File: src/rtl/game_round_ctrl.sv
// rtl/game_round_ctrl.sv - timed basket-counting round controller with result handshake
// Each raw input gets a 2-flop synchronizer and a stability-counter debouncer that emits a rising-edge pulse.

module game_round_debounce #(
  parameter int DEBOUNCE_CYCLES = 500_000
) (
  input  logic clock,
  input  logic reset,
  input  logic raw,
  output logic evt
);
  localparam int DW = $clog2(DEBOUNCE_CYCLES + 1);
  localparam logic [DW-1:0] DB_MAX = DW'(DEBOUNCE_CYCLES - 1);

  logic          sync1_q, sync1_d;
  logic          sync2_q, sync2_d;
  logic          deb_q, deb_d;
  logic          prev_q, prev_d;
  logic [DW-1:0] cnt_q, cnt_d;

  always_comb begin
    sync1_d = raw;
    sync2_d = sync1_q;
    deb_d   = deb_q;
    prev_d  = deb_q;
    cnt_d   = cnt_q;
    if (sync2_q == deb_q) begin
      cnt_d = '0;
    end else if (cnt_q == DB_MAX) begin
      deb_d = sync2_q;
      cnt_d = '0;
    end else begin
      cnt_d = cnt_q + 1'b1;
    end
  end

  always_ff @(posedge clock) begin
    if (!reset) begin
      sync1_q <= 1'b0;
      sync2_q <= 1'b0;
      deb_q   <= 1'b0;
      prev_q  <= 1'b0;
      cnt_q   <= '0;
    end else begin
      sync1_q <= sync1_d;
      sync2_q <= sync2_d;
      deb_q   <= deb_d;
      prev_q  <= prev_d;
      cnt_q   <= cnt_d;
    end
  end

  assign evt = deb_q & ~prev_q;
endmodule

module game_round_ctrl #(
  parameter int CLK_HZ          = 50_000_000,
  parameter int ROUND_SECS      = 10,
  parameter int DEBOUNCE_CYCLES = 500_000
) (
  input  logic       clock,
  input  logic       reset,
  input  logic       start,
  input  logic       hoop_sw,
  output logic [7:0] time_left,
  output logic [7:0] score,
  output logic       playing,
  output logic       game_over,
  output logic       result_valid,
  output logic [7:0] result_score,
  input  logic       result_ready
);
  localparam int PW = $clog2(CLK_HZ + 1);
  localparam logic [PW-1:0] PRESC_MAX = PW'(CLK_HZ - 1);
  localparam logic [7:0]    ROUND_T   = 8'(ROUND_SECS);

  typedef enum logic [1:0] {IDLE, PLAY, REPORT, DONE} state_t;

  state_t        state_q, state_d;
  logic [PW-1:0] presc_q, presc_d;
  logic [7:0]    time_left_q, time_left_d;
  logic [7:0]    score_q, score_d;
  logic [7:0]    result_score_q, result_score_d;
  logic          playing_q, playing_d;
  logic          game_over_q, game_over_d;
  logic          result_valid_q, result_valid_d;
  logic          start_evt, hoop_evt, tick;
  logic [7:0]    score_next;

  game_round_debounce #(.DEBOUNCE_CYCLES(DEBOUNCE_CYCLES)) u_start_db (
    .clock(clock), .reset(reset), .raw(start), .evt(start_evt)
  );
  game_round_debounce #(.DEBOUNCE_CYCLES(DEBOUNCE_CYCLES)) u_hoop_db (
    .clock(clock), .reset(reset), .raw(hoop_sw), .evt(hoop_evt)
  );

  assign tick       = (presc_q == PRESC_MAX);
  assign score_next = (hoop_evt && score_q != 8'hFF) ? score_q + 8'd1 : score_q;

  always_comb begin
    state_d        = state_q;
    presc_d        = presc_q;
    time_left_d    = time_left_q;
    score_d        = score_q;
    result_score_d = result_score_q;
    playing_d      = playing_q;
    game_over_d    = game_over_q;
    result_valid_d = result_valid_q;
    case (state_q)
      IDLE, DONE: begin
        if (start_evt) begin
          state_d     = PLAY;
          score_d     = 8'd0;
          time_left_d = ROUND_T;
          presc_d     = '0;
          playing_d   = 1'b1;
          game_over_d = 1'b0;
        end
      end
      PLAY: begin
        presc_d = tick ? '0 : presc_q + 1'b1;
        score_d = score_next;
        if (tick) begin
          // A basket landing on the final tick still belongs to this round.
          if (time_left_q == 8'd1) begin
            time_left_d    = 8'd0;
            result_score_d = score_next;
            result_valid_d = 1'b1;
            playing_d      = 1'b0;
            state_d        = REPORT;
          end else if (time_left_q != 8'd0) begin
            time_left_d = time_left_q - 8'd1;
          end
        end
      end
      REPORT: begin
        if (result_ready) begin
          result_valid_d = 1'b0;
          game_over_d    = 1'b1;
          state_d        = DONE;
        end
      end
      default: state_d = IDLE;
    endcase
  end

  always_ff @(posedge clock) begin
    if (!reset) begin
      state_q        <= IDLE;
      presc_q        <= '0;
      time_left_q    <= ROUND_T;
      score_q        <= 8'd0;
      result_score_q <= 8'd0;
      playing_q      <= 1'b0;
      game_over_q    <= 1'b0;
      result_valid_q <= 1'b0;
    end else begin
      state_q        <= state_d;
      presc_q        <= presc_d;
      time_left_q    <= time_left_d;
      score_q        <= score_d;
      result_score_q <= result_score_d;
      playing_q      <= playing_d;
      game_over_q    <= game_over_d;
      result_valid_q <= result_valid_d;
    end
  end

  assign time_left    = time_left_q;
  assign score        = score_q;
  assign playing      = playing_q;
  assign game_over    = game_over_q;
  assign result_valid = result_valid_q;
  assign result_score = result_score_q;
endmodule
File: config.mk
export PLATFORM = sky130hd
export DESIGN_NAME = game_round_ctrl
export DESIGN_NICKNAME = d
export VERILOG_FILES = /design/src/rtl/game_round_ctrl.sv
export SDC_FILE = /design/constraint.sdc
export NUM_CORES = 1
export LEC_CHECK = 0
export BUFFER_PORTS_ARGS = -buffer_cell sky130_fd_sc_hd__clkbuf_2
export CAP_MARGIN = 20
export CORE_UTILIZATION = 43
export DETAILED_ROUTE_END_ITERATION = 6
export SLEW_MARGIN = 20
export SYNTH_ARGS = -nofsm -noshare
export SYNTH_HDL_FRONTEND = slang
export SYNTH_SLANG_ARGS = --single-unit
File: constraint.sdc
create_clock -name clock -period 4.2 [get_ports clock]
set_input_delay 0.63 -clock clock [delete_from_list [all_inputs] [get_ports clock]]
set_output_delay 0.63 -clock clock [all_outputs]
set_load 0.05 [all_outputs]
==> run metrics <==
clock share of power=39.7%; Sw Share=22.23%; Net Sw Power=0.3748 mW; Min Clock Period, post-route=2.543 ns; Clock Latency Late Sink=0.37 ns; most common cell in the netlist=dfxtp_1; CP Capture Type=register; Iter 0 DRT Violations=248; antenna violations before repair=0; Yosys top cell by area=dfxtp_1; Worst Hold Class=reg -> reg; Yosys Warn Count=0; # hold bufs at CTS=0; hpwl dp=7.334 mm; First-pass DRT Iterations=6; WL final=10.42 mm; Max Cap Violations=0; Yosys top cell area share=42.11%; Port Buf Inserts=31; CP arrival=2.83 ns; die width=107.7 um; Synth Net Count=585; Final Setup Violations=0; R2R Setup Slk=1.66 ns; FF+latch count, synth=101; IO Count=32; Crit Path Max Fanout=23; Die Area=11590 sq um; EDFF count, synth=0; vias in the first global route=3785; Power Dens Cells=319.4 nW/um^2; Critical Path Start Type=register; clock tree buffer depth=2; Initial Util=44.30%; layout net count=609; DR vias=4067; RSZ-0062 raised after global routing=no; outcome=completed; post-synthesis average cell area=8.425 sq um; reg2reg end=presc_q[15]; Setup CP Type=reg -> reg; Critical Path End=presc_q[15]; clock sinks=101; wire per inst=14.09 um; R2R Path Start=state_q[1]; DR DRC count=0; Worst EP required=4.49 ns; Resize count post-CTS=0; H-tree depth=3; first-pass GRT wire length=17.48 mm; ys flop type=dfxtp_1; ANT nets after route=0; Rel. slew slack=39.57%; CTS tree=yes; Rows=38; Vias per Instance=5.503; Yosys cell types=52; top post-synthesis cells by area=dfxtp_1, nor2_1, xnor2_1, xor2_1, nand3_1; synth-to-layout area growth=9.927%; sequential element share of the synthesized area=42.11%; part of the power in registers=57.1%; number of antenna diodes=0; # Post-CTS Setup Buffers=0; fin crit share=60.54%; setup tns final=0 ns; area of the multi-input gates=2634 sq um; hold path cells=1; worst-margin pin slew=0.9065 ns; layout filler cell count=1077; Reg2Reg Depth=7; Syn Inst Count=570; core area=10840 sq um; Final WS setup=1.657 ns; Slew Viols, Final=0; Post-synth ARST share=0%; CTS Buf Count=9; pre-CTS setup slack=1.717 ns; final hold vios=0; most instantiated cells after synthesis=dfxtp_1, nor2_1, nand2_1, xnor2_1, nand3_1; share of cells above drive strength 1=9.349%; gpl congestion=0.8114; fmax=393.3 MHz; largest net degree at the start of global routing=26; leakage=1.765 nW; Die Y=107.7 um; Total Routing Usage GR=19.01%; CTS root buffer=clkbuf_8; Pint=1.311 mW; Reg clk slew, reported paths=0.09 ns; Synth Cell Area=4802 sq um; gr ovfl total=0; Peak VDD IR=297.7 uV; FF+latch area=2022 sq um; Comb power frac=3.2%; worst clock skew=0.008436 ns; Setup crit start=state_q[1]
-- power groups by stage --
stage               Sequential [mW]  Clock (mW)  Combinational (mW)
floorplan                     0.985           0              0.0400
global placement              0.985           0              0.0527
detailed placement            0.985           0              0.0537
CTS                           0.963       0.693              0.0539
global route                  0.964       0.729              0.0599
finish                        0.963       0.670              0.0535
-- worst min-delay path by stage --
stage,from,slack [ns],endpoint
after floorplan,u_hoop_db.sync1_q,0.41,u_hoop_db.sync2_q
after global placement,u_hoop_db.sync1_q,0.42,u_hoop_db.sync2_q
after detailed placement,u_hoop_db.sync1_q,0.42,u_hoop_db.sync2_q
after CTS,start,0.44,u_start_db.sync1_q
after global routing,start,0.44,u_start_db.sync1_q
final,u_hoop_db.sync1_q,0.44,u_hoop_db.sync2_q
-- flip-flops by register name (all words and copies together), names as in the netlist, 2 cells and up --
name	flops
presc_q	26
u_hoop_db.cnt_q	19
u_start_db.cnt_q	19
result_score	8
score	8
time_left	8
state_q	2
-- layout by cell type (no fill, tap or decap), types with 3 or more instances in the layout --
master      n
nor4_1     12
o31ai_1     3
nor2_1     92
nand3_1    30
or4_1       3
and2_1      8
nand2b_1    7
xnor2_1    37
mux2i_1     6
ha_1       10
xor2_1     25
clkbuf_2   31
nor3_1     21
nor4b_1     6
dfxtp_1   101
inv_1      17
or3_1       3
and3_1     13
nand4_1    23
o21ai_0    11
o211ai_1    5
nor2b_1     6
a211oi_1    6
a21oi_1    26
clkbuf_8    9
and4_1      5
a31oi_1     6
nand2_1    37
-- critical path, stage by stage, from the launching register on --
cell and delay [ns]:
dfxtp_1 0.34, inv_1 0.08, ha_1 0.51, inv_1 0.23
a21oi_1 0.75, o21ai_1 0.15, buf_4 0.25, a31oi_1 0.16
-- cells by family after synthesis --
group / count (synthesis) / share of synthesized area [%]
AND/OR/NAND/NOR: 278 / 29.62
flip-flops: 101 / 42.11
AO/OA/AOI/OAI: 76 / 10.06
XOR/XNOR: 62 / 11.31
buffers and inverters: 37 / 3.048
adder cells (fa/ha/maj): 10 / 2.606
multiplexers: 6 / 1.251
-- layer usage --
metal  global-route usage [%]  share of wire (%)  vias up
met5                        0                  0        -
met4                    7.730                1.9        0
met3                    4.298                3.1       17
met2                    32.05                 49       59
met1                    23.28                 46     1927
li1                         -                  -     2064
-- area by class of cell --
type | count | share of cell area [%]
Multi-Input combinational cell | 432 | 49.89
Inverter | 17 | 1.209
Tap cell | 140 | 3.318
Timing Repair Buffer | 33 | 3.224
Clock buffer | 10 | 2.418
Sequential cell | 101 | 38.30
Clock inverter | 6 | 1.635
-- per-stage QoR --
stage               std cells  hold slack, ns  utilization, %  instance area [sq um]  total power [mW]
floorplan                 570          0.4119               -                   4802             1.025
CTS                       739          0.4386           48.70                   5279             1.710
finish                    739          0.4423           48.70                   5279             1.686
detailed placement        723          0.4240           46.72                   5065             1.039
global placement          723          0.4209           46.72                   5065             1.038
global route              739          0.4372           48.70                   5279             1.752
No activity file was read; power rests on OpenSTA's default activity.
